$ cat config.mk
export PLATFORM = sky130hd
export DESIGN_NAME = daq_sequencer
export DESIGN_NICKNAME = d
export VERILOG_FILES = /design/src/rtl/daq_sequencer.sv
export SDC_FILE = /design/constraint.sdc
export NUM_CORES = 1
export LEC_CHECK = 0
export CAP_MARGIN = 25
export CORE_AREA = 10 10 230 232
export CTS_CLUSTER_SIZE = 10
export DETAILED_ROUTE_END_ITERATION = 16
export DIE_AREA = 0 0 240 242
export PLACE_DENSITY = 0.58
export SLEW_MARGIN = 20
export SYNTH_ARGS = -nofsm -noshare
export SYNTH_HDL_FRONTEND = slang
export SYNTH_SLANG_ARGS = --single-unit
$ cat constraint.sdc
create_clock -name wb_clk -period 2.45 [get_ports wb_clk]
set_input_delay 0.245 -clock wb_clk [delete_from_list [all_inputs] [get_ports wb_clk]]
set_output_delay 0.245 -clock wb_clk [all_outputs]
set_load 0.01 [all_outputs]
$ cat src/rtl/daq_sequencer.sv
// Periodic scan controller: a Wishbone-programmed timer starts scans that walk
// the enabled channels through a req/ack handshake and queue tagged samples.
module daq_sequencer #(
    parameter int dw      = 32,
    parameter int aw      = 32,
    parameter int NCH     = 8,
    parameter int CHW     = 3,
    parameter int SW      = 16,
    parameter int FIFO_AW = 4
) (
    input  logic           wb_clk,
    input  logic           wb_rst_n,
    input  logic [aw-1:0]  wb_adr_i,
    input  logic [dw-1:0]  wb_dat_i,
    input  logic [3:0]     wb_sel_i,
    input  logic           wb_we_i,
    input  logic           wb_cyc_i,
    input  logic           wb_stb_i,
    output logic [dw-1:0]  wb_dat_o,
    output logic           wb_ack_o,
    output logic           wb_err_o,
    output logic           smp_req_o,
    output logic [CHW-1:0] smp_ch_o,
    input  logic           smp_ack_i,
    input  logic [SW-1:0]  smp_dat_i,
    output logic           irq_o
);
    localparam logic [FIFO_AW:0] FULL_CNT = (FIFO_AW+1)'(1) << FIFO_AW;

    typedef enum logic [1:0] {IDLE, WAIT, REQ, DONE} state_t;

    state_t state_q, state_d;
    logic [CHW-1:0] ptr_q, ptr_d;
    logic [NCH-1:0] scan_q, scan_d, chmask_q, chmask_d;
    logic en_q, en_d, oneshot_q, oneshot_d, irq_en_q, irq_en_d, en_prev_q;
    logic [7:0] thresh_q, thresh_d;
    logic [31:0] period_q, period_d, cnt_q, cnt_d, dat_q, dat_d, rdat, word;
    logic ovr_q, ovr_d, und_q, und_d, ack_q, ack_d, err_q, err_d, irq_q, irq_d;
    logic [FIFO_AW-1:0] wr_ptr_q, wr_ptr_d, rd_ptr_q, rd_ptr_d;
    logic [FIFO_AW:0] count_q, count_d;
    logic [31:0] mem_q [2**FIFO_AW];

    logic wb_req, wr, rd, mapped, flush, pop_req, push_req, pop_ok, push_ok;
    logic full, empty, tick, busy, en_clr, next_vld;
    logic [CHW-1:0] first_ch, next_ch;
    logic [2:0] off;
    logic unused_adr;

    assign unused_adr = ^{wb_adr_i[aw-1:5], wb_adr_i[1:0]};

    assign off      = wb_adr_i[4:2];
    assign wb_req   = wb_cyc_i & wb_stb_i & ~ack_q & ~err_q;
    assign wr       = wb_req & wb_we_i;
    assign rd       = wb_req & ~wb_we_i;
    assign mapped   = (off <= 3'd4);
    assign flush    = wr & (off == 3'd0) & wb_sel_i[0] & wb_dat_i[2];
    assign pop_req  = rd & (off == 3'd4);
    assign push_req = (state_q == REQ) & smp_ack_i;
    assign full     = (count_q == FULL_CNT);
    assign empty    = (count_q == '0);
    assign pop_ok   = pop_req & ~empty;
    // Popping a full FIFO frees the slot the simultaneous push lands in.
    assign push_ok  = push_req & ~flush & (~full | pop_ok);
    assign tick     = en_q & en_prev_q & (cnt_q == '0);
    assign busy     = (state_q == REQ) || (state_q == DONE);
    assign word     = {8'(ptr_q), 8'h00, 16'(smp_dat_i)};

    always_comb begin
        first_ch = '0;
        next_ch  = '0;
        next_vld = 1'b0;
        for (int i = NCH-1; i >= 0; i--) begin
            if (chmask_q[i]) first_ch = CHW'(i);
            if (scan_q[i] && (i > int'(ptr_q))) begin
                next_ch  = CHW'(i);
                next_vld = 1'b1;
            end
        end
    end

    always_comb begin
        state_d = state_q;
        ptr_d   = ptr_q;
        scan_d  = scan_q;
        en_clr  = 1'b0;
        case (state_q)
            IDLE: if (en_q) state_d = WAIT;
            WAIT: begin
                if (!en_q) begin
                    state_d = IDLE;
                end else if (tick && (chmask_q != '0)) begin
                    state_d = REQ;
                    ptr_d   = first_ch;
                    scan_d  = chmask_q;
                end
            end
            REQ: begin
                if (smp_ack_i) begin
                    if (!en_q)        state_d = IDLE;
                    else if (next_vld) ptr_d  = next_ch;
                    else              state_d = DONE;
                end
            end
            DONE: begin
                if (oneshot_q) begin
                    en_clr  = 1'b1;
                    state_d = IDLE;
                end else begin
                    state_d = en_q ? WAIT : IDLE;
                end
            end
            default: state_d = IDLE;
        endcase
    end

    always_comb begin
        en_d      = en_q;
        oneshot_d = oneshot_q;
        irq_en_d  = irq_en_q;
        thresh_d  = thresh_q;
        period_d  = period_q;
        chmask_d  = chmask_q;
        ovr_d     = ovr_q;
        und_d     = und_q;
        if (wr) begin
            case (off)
                3'd0: begin
                    if (wb_sel_i[0]) begin
                        en_d      = wb_dat_i[0];
                        oneshot_d = wb_dat_i[1];
                        irq_en_d  = wb_dat_i[3];
                    end
                    if (wb_sel_i[1]) thresh_d = wb_dat_i[15:8];
                end
                3'd1: begin
                    for (int b = 0; b < 4; b++)
                        if (wb_sel_i[b]) period_d[8*b +: 8] = wb_dat_i[8*b +: 8];
                end
                3'd2: begin
                    for (int b = 0; b < 4; b++)
                        if (wb_sel_i[b])
                            for (int k = 8*b; k < 8*b+8; k++)
                                if (k < NCH) chmask_d[k] = wb_dat_i[k];
                end
                3'd3: begin
                    if (wb_sel_i[0] && wb_dat_i[1]) ovr_d = 1'b0;
                    if (wb_sel_i[0] && wb_dat_i[2]) und_d = 1'b0;
                end
                default: ;
            endcase
        end
        if (en_clr) en_d = 1'b0;
        if (push_req && !flush && full && !pop_ok) ovr_d = 1'b1;
        if (pop_req && empty) und_d = 1'b1;
    end

    always_comb begin
        rd_ptr_d = rd_ptr_q;
        wr_ptr_d = wr_ptr_q;
        count_d  = count_q;
        if (flush) begin
            rd_ptr_d = '0;
            wr_ptr_d = '0;
            count_d  = '0;
        end else begin
            if (push_ok) wr_ptr_d = wr_ptr_q + 1'b1;
            if (pop_ok)  rd_ptr_d = rd_ptr_q + 1'b1;
            if (push_ok && !pop_ok) count_d = count_q + 1'b1;
            if (!push_ok && pop_ok) count_d = count_q - 1'b1;
        end

        cnt_d = cnt_q;
        if (en_q && !en_prev_q)   cnt_d = period_q;
        else if (en_q)            cnt_d = (cnt_q == '0) ? period_q : cnt_q - 32'd1;

        rdat = '0;
        case (off)
            3'd0: begin
                rdat[0]    = en_q;
                rdat[1]    = oneshot_q;
                rdat[3]    = irq_en_q;
                rdat[15:8] = thresh_q;
            end
            3'd1: rdat = period_q;
            3'd2: rdat[NCH-1:0] = chmask_q;
            3'd3: begin
                rdat[0] = busy;
                rdat[1] = ovr_q;
                rdat[2] = und_q;
                rdat[FIFO_AW+8:8] = count_q;
            end
            3'd4: if (pop_ok) rdat = mem_q[rd_ptr_q];
            default: ;
        endcase
        dat_d = (rd && mapped) ? rdat : '0;
        ack_d = wb_req & mapped;
        err_d = wb_req & ~mapped;
        irq_d = irq_en_q & ((32'(count_q) >= 32'(thresh_q)) | ovr_q);
    end

    always_ff @(posedge wb_clk or negedge wb_rst_n) begin
        if (!wb_rst_n) begin
            state_q   <= IDLE;
            ptr_q     <= '0;
            scan_q    <= '0;
            en_q      <= 1'b0;
            en_prev_q <= 1'b0;
            oneshot_q <= 1'b0;
            irq_en_q  <= 1'b0;
            thresh_q  <= '0;
            period_q  <= '0;
            chmask_q  <= '0;
            cnt_q     <= '0;
            ovr_q     <= 1'b0;
            und_q     <= 1'b0;
            rd_ptr_q  <= '0;
            wr_ptr_q  <= '0;
            count_q   <= '0;
            dat_q     <= '0;
            ack_q     <= 1'b0;
            err_q     <= 1'b0;
            irq_q     <= 1'b0;
        end else begin
            state_q   <= state_d;
            ptr_q     <= ptr_d;
            scan_q    <= scan_d;
            en_q      <= en_d;
            en_prev_q <= en_q;
            oneshot_q <= oneshot_d;
            irq_en_q  <= irq_en_d;
            thresh_q  <= thresh_d;
            period_q  <= period_d;
            chmask_q  <= chmask_d;
            cnt_q     <= cnt_d;
            ovr_q     <= ovr_d;
            und_q     <= und_d;
            rd_ptr_q  <= rd_ptr_d;
            wr_ptr_q  <= wr_ptr_d;
            count_q   <= count_d;
            dat_q     <= dat_d;
            ack_q     <= ack_d;
            err_q     <= err_d;
            irq_q     <= irq_d;
        end
    end

    always_ff @(posedge wb_clk) begin
        if (push_ok) mem_q[wr_ptr_q] <= word;
    end

    assign wb_dat_o  = dat_q;
    assign wb_ack_o  = ack_q;
    assign wb_err_o  = err_q;
    assign smp_req_o = (state_q == REQ);
    assign smp_ch_o  = ptr_q;
    assign irq_o     = irq_q;
endmodule

=== After elaboration in Yosys (flattened, before gate mapping) ===
Memories as Yosys holds them, arrays and structs flattened.
Cells that the tools add are included.

* Register bits: 147
* RAM bits: 304
* Bits of input ports: 90
* Logic and storage cells: 208
* Memories: 1

{| class="wikitable"
|+ Memory list
! memory !! depth !! width !! read ports !! clocked after Yosys merged registers in !! write ports !! RTL line !! RTL
|-
| mem_q || 16 || 19 || 1 || 0 || 1 || 41 || <nowiki>logic [31:0] mem_q [2**FIFO_AW];</nowiki>
|}

* Add/subtract/negate cells: 5
* Magnitude comparators: 9
* Equality and inequality tests: 16
* Multiplexer cells: 72
* Bitwise logic cells: 27
* Reduce and logical (&&, ||, !) cells: 55

{| class="wikitable"
|+ Operator list
! cell !! number
|-
| $mux W32 || 5
|-
| $mux W3 || 20
|-
| $reduce_and A3 Y1 || 11
|-
| $logic_not A32 Y1 || 1
|-
| $pmux W16 S2 || 1
|-
| $sub A32 B1 Y32 const B || 1
|-
| $reduce_bool A2 Y1 || 13
|-
| $mux W1 || 25
|-
| $pmux W5 S4 || 1
|-
| $and A1 B1 Y1 || 18
|-
| $logic_and A1 B1 Y1 || 18
|-
| $mux W4 || 4
|-
| $mux W5 || 3
|-
| $gt A3 B3 Y1 const A || 4
|-
| $mux W2 || 6
|-
| $pmux W4 S3 || 1
|-
| $pmux W2 S5 || 1
|-
| $pmux W3 S3 || 1
|-
| $add A4 B1 Y4 const B || 2
|-
| $ge A5 B8 Y1 || 1
|-
| $pmux W1 S4 || 2
|-
| $pmux W2 S4 || 1
|-
| $reduce_bool A8 Y1 || 1
|-
| $not A1 Y1 || 7
|-
| 24 further kinds || 36
|}

=== Logic depth before layout (Yosys ltp) ===
Gate-level depths: netlist of run 1.

* Depth after elaboration: 14
* Mapped depth: 12

=== Worst setup path after synthesis of run 1 ===
No wires, ideal clock.

* Path kind: input to register
* Start point: input wb_adr_i[3]
* End point: register count_q[4]
* Setup time: 132 ps
* Data arrival time: 2686 ps
* Required time: 2318 ps
* Path slack: -368 ps
* Stages on the path: 11
* Cell sequence: clkbuf_1 -> or3b_2 -> a2111o_1 -> nor2_1 -> ha_1 -> a21o_1 -> a21oi_1 -> nor2_1 -> a22oi_1 -> xnor2_1 -> nor2_1

* Word-level cells in the longest chain between the ends: 11

{| class="wikitable"
|+ RTL lines
! item !! RTL line !! RTL
|-
| start, declared || 13 || <nowiki>input logic [aw-1:0] wb_adr_i,</nowiki>
|-
| $logic_not A3 Y1 || 56 || <nowiki>assign flush = wr & (off == 3'd0) & wb_sel_i[0] & wb_dat_i[2];</nowiki>
|-
| $and A1 B1 Y1 (3 in a row) || 56 ||
|-
| $not A1 Y1 || 63 || <nowiki>assign push_ok = push_req & ~flush & (~full | pop_ok);</nowiki>
|-
| $and A1 B1 Y1 (2 in a row) || 63 ||
|-
| $logic_not A1 Y1 || 169 || <nowiki>if (!push_ok && pop_ok) count_d = count_q - 1'b1;</nowiki>
|-
| $logic_and A1 B1 Y1 || 169 ||
|-
| $mux W5 || 169 ||
|-
| $mux W5 || 161 || <nowiki>if (flush) begin</nowiki>
|-
| end signal, assigned || 239 || <nowiki>count_q <= count_d;</nowiki>
|-
| end, declared || 40 || <nowiki>logic [FIFO_AW:0] count_q, count_d;</nowiki>
|}

Several ways; a longest one is shown, not always the timed one.
A chain may end at the register's enable or synchronous reset.

=== Final worst setup path of run 1 ===
* Start point: register cnt_q[6]
* End point: register cnt_q[16]

* Word-level cells in the longest chain between the ends: 4

{| class="wikitable"
|+ RTL lines
! item !! RTL line !! RTL
|-
| start, declared || 37 || <nowiki>logic [31:0] period_q, period_d, cnt_q, cnt_d, dat_q, dat_d, rdat, word;</nowiki>
|-
| start signal, assigned || 234 || <nowiki>cnt_q <= cnt_d;</nowiki>
|-
| $sub A32 B1 Y32 / $logic_not A32 Y1 (equally long branches) || 174 || <nowiki>else if (en_q) cnt_d = (cnt_q == '0) ? period_q : cnt_q - 32'd1;</nowiki>
|-
| $mux W32 * (2 in a row) || 174 ||
|-
| $mux W32 * || 173 || <nowiki>if (en_q && !en_prev_q) cnt_d = period_q;</nowiki>
|}

Every way passes the cells marked *; elsewhere a longest branch is shown, timed or not. The select of a mux whose other input is x is not followed.

==> metrics, run 1 <==
Layout Skew 24.46 ps; commonest non-fill, non-tap cell in the layout edfxtp_1; final period utilization 97.63%; placed insts 1,987; status finished, final reports clean; Main synth FF type edfxtp_1; GRT Residual Overflow 0; Worst Path Arrival 2880 ps; Post-Syn Area 19,040 um2; clock tree buffer depth 3; Min-Delay Path Class in -> async; pwr dens 839.7 nW/um2; Initial DRT Pass Iterations 7; initial antenna violation count 0; core area 48,440 um2; Ys Warns 0; CTS tree built; Die Height 242 um; Initial Util 39.31%; #FFs+latches synth 450; commonest cells after routing, fill and taps aside 304 x edfxtp_1, 144 x dfrtp_1, 129 x buf_4; post-synth net total 1,289; crit-path max FO 6; maxcap violations 0; Syn Inst Count 1,182; Fin. Hold Viols 0; first-pass GRT wire length 75.20 mm; n_diodes 0; synthesized area per cell 16.11 um2; DR vias 11,570; io pins 129; H-tree Lvls 2; Max Transition Viols Final 0; fmax 418.1 MHz; crit end category flip-flop; Post-synth EDFFs 304; Skew-Pair Late Insertion Delay 610 ps; Final min period 2392 ps; Worst-Margin Slew 745.3 ps; Finished Layout Cells 2,093; die area 58,080 um2; clk slew on worst S/H paths 50 ps; Core Util, Final 49.32%; initial drt markers 776; Max VDD drop 545.4 uV; CP Data Required Time 2940 ps; IO buf count 99; clk root buf clkbuf_16; clk sink count 450; DP Wirelength 35.29 mm; Final setup viols 0; Horiz. Die Dim 240 um; Tot GR Track Use 16.93%; # nets final 1,547; Critical Path Source Type flip-flop; cell row count 81; WL/cell 23.75 um; Pleak 8.541 nW; DR vias/cell 5.526; ys async rst share 32.44%; residual DRC count 0; share of cells above drive strength 1 30.05%; Crit Path Category reg -> reg; post-synthesis sequential area ratio 67.12%; Num CTS Buffers 53; total wire length 49.71 mm; post-synth cell types 75; Layout area overhead 25.45%; GPL Wtd Cong 0.8829; relative slew slack 50.16%; unrepaired setup endpoints after global routing true; vias in the first global route 11,880; largest net degree at the start of global routing 49; DRT antenna net count 0
==> cells by family (layout without fill, tap and decap cells) <==
logic type / Yosys count / after routing / synth area share [%]
DFF: 450 / 450 / 67.12
adders and majority gates: 17 / 17 / 1.156
buffers and inverters: 86 / 368 / 1.826
and+or+nand+nor: 275 / 282 / 7.819
AOI/OAI and AO/OA: 184 / 184 / 6.498
xor gates and xnor gates: 10 / 10 / 0.4599
muxes: 160 / 160 / 15.12
==> worst max-delay path: stages, from the launching register on <==
cell	delay, ps
dfrtp_1	390
or4_4	540
buf_6	160
or3_4	380
or3_4	380
nor3_4	140
a31oi_1	100
o22a_1	200
==> through the flow <==
step                      worst slack [ps]  TNS, ps  area [um2]  hold WS (ps)  total power, mW
after global placement              -483.5  -129490       21930         199.7            12.76
after detailed placement            -551.4  -145120       21930         203.5            12.81
after floorplan                     -142.0    -1721       19110        -50.59            11.21
after global routing                -72.94   -636.5       23890         179.2            20.97
after CTS                           -18.59   -18.59       23550         132.4            20.03
final                                58.08        0       23890         147.6            20.06
==> report_power, final <==
group | total [mW] | internal (mW) | leakage, nW | switching [mW]
Combinational | 3.99 | 2.07 | 3.23 | 1.92
Clock | 7.16 | 4.16 | 0.755 | 3.01
Sequential | 8.90 | 8.49 | 4.55 | 0.407
Total | 20.1 | 14.7 | 8.54 | 5.33
==> timing repair <==
action,in CTS,in global routing
hold buffers,1,0
gates cloned,0,7
setup buffers,2,10
pin swaps,4,16
resized for setup,6,41
endpoints found under the hold margin,99,0
setup endpoints to repair,7,342
==> cell usage after synthesis (all sizes together), types with 7 or more instances <==
cell | count | share of area (%)
mux2i | 12 | 0.63
clkbuf | 42 | 0.83
a22oi | 12 | 0.47
or3 | 10 | 0.38
nand2 | 67 | 1.3
nor4 | 12 | 0.63
nand2b | 7 | 0.23
mux4 | 97 | 11
a21oi | 44 | 1.2
and2 | 36 | 1.2
nor2 | 50 | 0.99
nand4 | 12 | 0.43
dfrtp | 146 | 19
nand3 | 26 | 0.68
edfxtp | 304 | 48
buf | 17 | 0.46
nor3 | 20 | 0.55
inv | 26 | 0.51
nor2b | 7 | 0.23
ha | 16 | 1.1
a31oi | 14 | 0.46
a2bb2oi | 12 | 0.55
mux2 | 51 | 3.0
o21ai | 39 | 1.0
==> state kept, by name, indices dropped and copies added, names as in the netlist <==
| register | flops |
|---|---|
| irq_o | 1 |
| count_q | 5 |
| smp_ch_o | 3 |
| en_q | 1 |
| rd_ptr_q | 4 |
| ovr_q | 1 |
| wr_ptr_q | 4 |
| state_q | 2 |
| und_q | 1 |
| oneshot_q | 1 |
| wb_dat_o | 32 |
| wb_ack_o | 1 |
| mem_q | 304 |
| scan_q | 7 |
| wb_err_o | 1 |
| cnt_q | 32 |
| chmask_q | 8 |
| period_q | 32 |
| thresh_q | 8 |
| en_prev_q | 1 |
| irq_en_q | 1 |
==> area by class of cell <==
type	count	area, um2
Inverter	27	101.3
Multi-Input combinational cell	653	6232
Fill cell	4058	24550
Clock buffer	80	1488
Timing Repair Buffer	255	2425
Tap cell	622	778.2
Clock inverter	6	76.32
Sequential cell	450	12790
==> metal layers <==
metal,up-vias,part of all wire (%),wire length [um],GRT usage [%]
met4,0,3.2,1615,6.216
met3,92,5.6,2805,3.594
li1,5188,-,-,-
met5,-,0,0,0
met2,328,46,22850,25.16
met1,5957,45,22440,24.03
==> path summary, 6_finish.rpt <==
check	start	to	slack, ps	cells past startpoint
setup / recovery	cnt_q[6]	cnt_q[16]	60	7
setup reg to reg	cnt_q[6]	cnt_q[16]	60	7
hold reg to reg	scan_q[3]	scan_q[3]	460	2
max in group asynchronous	wb_rst_n	rd_ptr_q[1]	1580	3
min in group wb_clk	wb_dat_i[28]	period_q[28]	260	2
hold / removal	wb_rst_n	wb_dat_o[17]	150	2
No activity file was read; power rests on OpenSTA's default activity.
==> run 2: changes to the inputs <==
CELL_PAD_IN_SITES_DETAIL_PLACEMENT = 1   (was default)
CELL_PAD_IN_SITES_GLOBAL_PLACEMENT = 1   (was default)
CORE_AREA = 2 2 222 224   (was 10 10 230 232)
DIE_AREA = 0 0 224 226   (was 0 0 240 242)
PLACE_DENSITY = 0.67   (was 0.58)
==> run 2 against run 1 <==
Critical endpoint is now wb_dat_o[14]. The flow now finishes with violations (setup timing). Largest power group unchanged. Clock skew decreased by 8.3 ps. Power increased by 1.8%. Clock-buffer cell count decreased by 8.
==> metrics, run 2 (same netlist as run 1, synthesis figures left out) <==
# nets final 1,578; DP Wirelength 37.19 mm; CTS tree built; Fin. Hold Viols 0; clk slew on worst S/H paths 60 ps; Skew-Pair Late Insertion Delay 610 ps; residual DRC count 0; Crit Path Category reg -> reg; first-pass GRT wire length 82.39 mm; commonest cells after routing, fill and taps aside 304 x edfxtp_1, 143 x dfrtp_1, 143 x buf_4; worst slack, placed -624.1 ps; commonest non-fill, non-tap cell in the layout edfxtp_1; max reg flops 304; DR vias 11,930; crit end category flip-flop; Die Height 226 um; violated checks setup timing; DR vias/cell 5.638; largest net degree at the start of global routing 58; final period utilization 101.4%; pwr dens 838.0 nW/um2; relative slew slack 46.68%; Layout Skew 16.14 ps; Num CTS Buffers 53; Filler cells 4,575; Worst Path Arrival 2950 ps; die area 50,620 um2; Worst-Margin Slew 797.2 ps; clk root buf clkbuf_16; Reg with most FFs mem_q; vias in the first global route 12,840; Final setup viols 3; GRT Residual Overflow 0; maxcap violations 0; Final min period 2484 ps; Initial Util 39.39%; Initial DRT Pass Iterations 5; CP max stage cell dfrtp_4; unrepaired setup endpoints after global routing true; share of cells above drive strength 1 31.39%; Max Transition Viols Final 0; slowest stage delay, CP 560 ps; fmax 402.6 MHz; WL/cell 25.98 um; IO buf count 99; H-tree Lvls 2; final setup TNS -51.54 ps; Layout area overhead 27.98%; GPL Wtd Cong 0.8330; io pins 129; clk sink count 450; Core Util, Final 50.41%; core area 48,340 um2; crit-path max FO 11; most frequent CP cell mux4_2; Finished Layout Cells 2,116; n_diodes 0; WP buf/inv 1; Horiz. Die Dim 224 um; worst-path cell chain buf_12 -> mux4_2 -> mux4_2 -> a222oi_1 -> nor2_1; PnR worst setup slack -34.12 ps; Tot GR Track Use 22.04%; Crit path max-delay family multiplexers; initial antenna violation count 0; total wire length 54.97 mm; placed insts 2,002; status finished, violations left; initial drt markers 927; clock tree buffer depth 3; Pleak 8.796 nW; DRT antenna net count 0; Min-Delay Path Class in -> async; Critical Path Source Type flip-flop; Pwr Total 20.42 mW; CP Data Required Time 2920 ps; Max VDD drop 625.3 uV; cell row count 81
==> run 2: cell count changes in the layout (fill, tap and decap cells not counted), sizes merged <==
| cell | delta |
|---|---|
| and2 | -7 |
| buf | +34 |
| bufbuf | +1 |
| clkbuf | -5 |
| clkinv | +2 |
| clkinvlp | -1 |
| inv | -1 |
==> run 2: path summary, 6_finish.rpt <==
kind	startpoint	end	cells after the start	slack, ps
setup reg to reg	rd_ptr_q[0]	wb_dat_o[14]	5	-30
max in group asynchronous	wb_rst_n	rd_ptr_q[0]	3	1580
min in group wb_clk	wb_dat_i[30]	period_q[30]	2	240
hold reg to reg	scan_q[1]	scan_q[1]	2	480
hold / removal	wb_rst_n	wb_dat_o[18]	2	180
setup / recovery	rd_ptr_q[0]	wb_dat_o[14]	5	-30
==> run 2: timing repair <==
action | 4_1_cts | 5_1_grt
gates resized for setup | 15 | 45
endpoints found under the setup margin | 108 | 340
pin swaps | 8 | 8
hold endpoints to repair | 55 | 0
gates cloned | 2 | 2
buffers inserted | 16 | 15
hold buffers | 1 | 0
==> run 2: per-stage QoR <==
step | hold slack [ps] | area [um2]
floorplan | -50.59 | 19110
global placement | 247.0 | 22130
detailed placement | 254.8 | 22130
CTS | 179.8 | 23990
global route | 228.5 | 24370
finish | 178.3 | 24370
==> run 2: routing by layer <==
layer | up-vias | part of all wire, % | GRT usage, %
met3 | 92 | 5.2 | 3.448
met1 | 6289 | 43 | 29.76
li1 | 5223 | - | -
met4 | 0 | 3.2 | 7.806
met2 | 325 | 49 | 36.38
met5 | - | 0 | 0
==> run 2: cell type report <==
type / count / area [um2] / area share (%)
Clock inverter: 6 / 85.08 / 0.3491
Clock buffer: 72 / 1448 / 5.940
Timing Repair Buffer: 293 / 2994 / 12.29
Inverter: 27 / 101.3 / 0.4159
Tap cell: 622 / 778.2 / 3.193
Multi-Input combinational cell: 646 / 6173 / 25.33
Sequential cell: 450 / 12790 / 52.48
==> run 2: where the power goes <==
part	total, mW	switching (mW)	leakage, nW	internal [mW]
combinational	4.32	2.04	3.50	2.29
sequential	8.94	0.443	4.55	8.49
clock	7.16	3.08	0.740	4.08
total	20.4	5.56	8.80	14.9
==> run 3: changes to the inputs <==
PLACE_DENSITY = default   (was 0.67)
PLACE_DENSITY_LB_ADDON = 0.1   (was default)
==> run 3 against run 2 <==
The run now ends clean. Power decreased by 1.6%. Register-to-register slack improved by 40 ps. Clock skew grew 18 ps. Clock power shrank 3%. Cell area fell by 0.64%. Clock-buffer cell count is 5 lower. Combinational power shrank 2%. Die area is the same. Global-route usage decreased by 0.69 points. Largest cell class unchanged.
==> metrics, run 3 (same netlist as run 1, synthesis figures left out) <==
clock tree buffer depth 3; Crit path max-delay family simple AND/OR/NAND/NOR gates; CTS tree built; Reg with most FFs mem_q; total wire length 52.89 mm; RR Startpoint cnt_q[0]; initial drt markers 799; Final min period 2445 ps; unrepaired setup endpoints after global routing true; DRT antenna net count 0; Num CTS Buffers 53; share of cells above drive strength 1 31.56%; commonest cells after routing, fill and taps aside 304 x edfxtp_1, 143 x dfrtp_1, 141 x buf_4; pwr dens 829.8 nW/um2; Pleak 8.695 nW; WL/cell 25.12 um; Final setup viols 0; H-tree Lvls 2; Critical Path Source Type flip-flop; Fin. Hold Viols 0; maxcap violations 0; placed insts 2,007; DR vias 11,670; commonest non-fill, non-tap cell in the layout edfxtp_1; final setup TNS 0 ps; io pins 129; initial antenna violation count 0; status finished, final reports clean; DR vias/cell 5.544; IO buf count 99; clk sink count 450; Horiz. Die Dim 224 um; CP max stage cell or4b_4; Initial DRT Pass Iterations 5; largest net degree at the start of global routing 56; # nets final 1,569; vias in the first global route 12,470; Layout area overhead 27.16%; core area 48,340 um2; worst-path cell chain inv_2 -> ha_4 -> or4b_4 -> buf_6 -> or4_4 -> o311a_1 -> o21ai_2 -> o311ai_2; Worst Path Arrival 2920 ps; CP Data Required Time 2920 ps; die area 50,620 um2; clk root buf clkbuf_16; Crit Path Category reg -> reg; final period utilization 99.80%; GRT Residual Overflow 0; Max Transition Viols Final 0; n_diodes 0; first-pass GRT wire length 80.03 mm; GPL Wtd Cong 0.8086; slowest stage delay, CP 480 ps; clk slew on worst S/H paths 50 ps; crit-path max FO 3; Worst-Margin Slew 726.8 ps; DP Wirelength 37.83 mm; Final Cell Area 24,220 um2; Initial Util 39.39%; cell row count 81; residual DRC count 0; crit end category flip-flop; Worst R2R Setup Slack 5 ps; Tot GR Track Use 21.35%; Die Height 226 um; WP buf/inv 2; Area after DPL 22,240 um2; Layout Skew 33.88 ps; Pwr Total 20.10 mW; Finished Layout Cells 2,105; Skew-Pair Late Insertion Delay 620 ps; Max VDD drop 579.1 uV; Worst setup startpoint cnt_q[0]; max reg flops 304; fmax 409.0 MHz; Min-Delay Path Class in -> async; relative slew slack 51.39%
## run 3: changes by cell type in the layout (fill, tap and decap cells not counted), sizes merged
| cell | change |
|---|---|
| buf | -6 |
| bufbuf | -1 |
| inv | +1 |
| clkinv | +2 |
| clkbuf | -7 |
## run 3: path summary, 6_finish.rpt
kind / endpoint / cells after the start
worst min register to register: scan_q[3] / 2
worst min-delay path: wb_dat_o[19] / 2
worst max-delay path: cnt_q[28] / 8
min in group wb_clk: period_q[16] / 2
worst max register to register: cnt_q[28] / 8
max in group asynchronous: wb_dat_o[8] / 3
## run 3: through the flow
stage               setup WS, ps  utilization [%]  hold WS, ps
detailed placement        -654.4            46.01        237.1
CTS                        4.510            49.56        147.9
global route              -68.52            50.09        180.3
global placement          -705.2            46.01        240.7
finish                     4.813            50.09        156.0
floorplan                 -142.0                -       -50.59
## run 3: what timing repair did
action                     CTS  global route
cloned                       0             1
hold endpoints to repair    49             0
hold buffers                 1             0
setup endpoints to repair  143           188
pin swaps                    7            15
buffers inserted            10            10
resized for setup            8            34
## run 3: report_power, final
| group | total [mW] | internal [mW] | switching, mW | leakage [nW] |
|---|---|---|---|---|
| Clock | 6.98 | 3.97 | 3.01 | 0.729 |
| Sequential | 8.88 | 8.49 | 0.383 | 4.55 |
| Combinational | 4.24 | 2.16 | 2.07 | 3.42 |
## run 3: layout make-up
| type | instances | area, um2 |
|---|---|---|
| multi-input cells | 646 | 6167 |
| repair buffers | 284 | 2892 |
| well taps | 622 | 778.2 |
| flip-flops and latches | 450 | 12790 |
| fillers | 4635 | 24130 |
| clock inverters | 9 | 87.58 |
| clock buffers | 67 | 1399 |
| inverters | 27 | 101.3 |
## run 3: layer usage
metal | part of all wire [%] | global-route usage [%] | vias to the layer above
met5 | 0 | 0 | -
met4 | 2.2 | 6.086 | 0
met3 | 3.7 | 2.641 | 72
met2 | 49 | 35.27 | 242
met1 | 45 | 29.87 | 6151
li1 | - | - | 5206
## run 3: worst reg2reg max path: cells and delay by family (launching register included)
kind,cells,cell delay (ps)
AO/OA/AOI/OAI,3,690
buffers and inverters,2,230
AND/OR/NAND/NOR,2,880
adder cells (fa/ha/maj),1,130
flip-flops,1,380
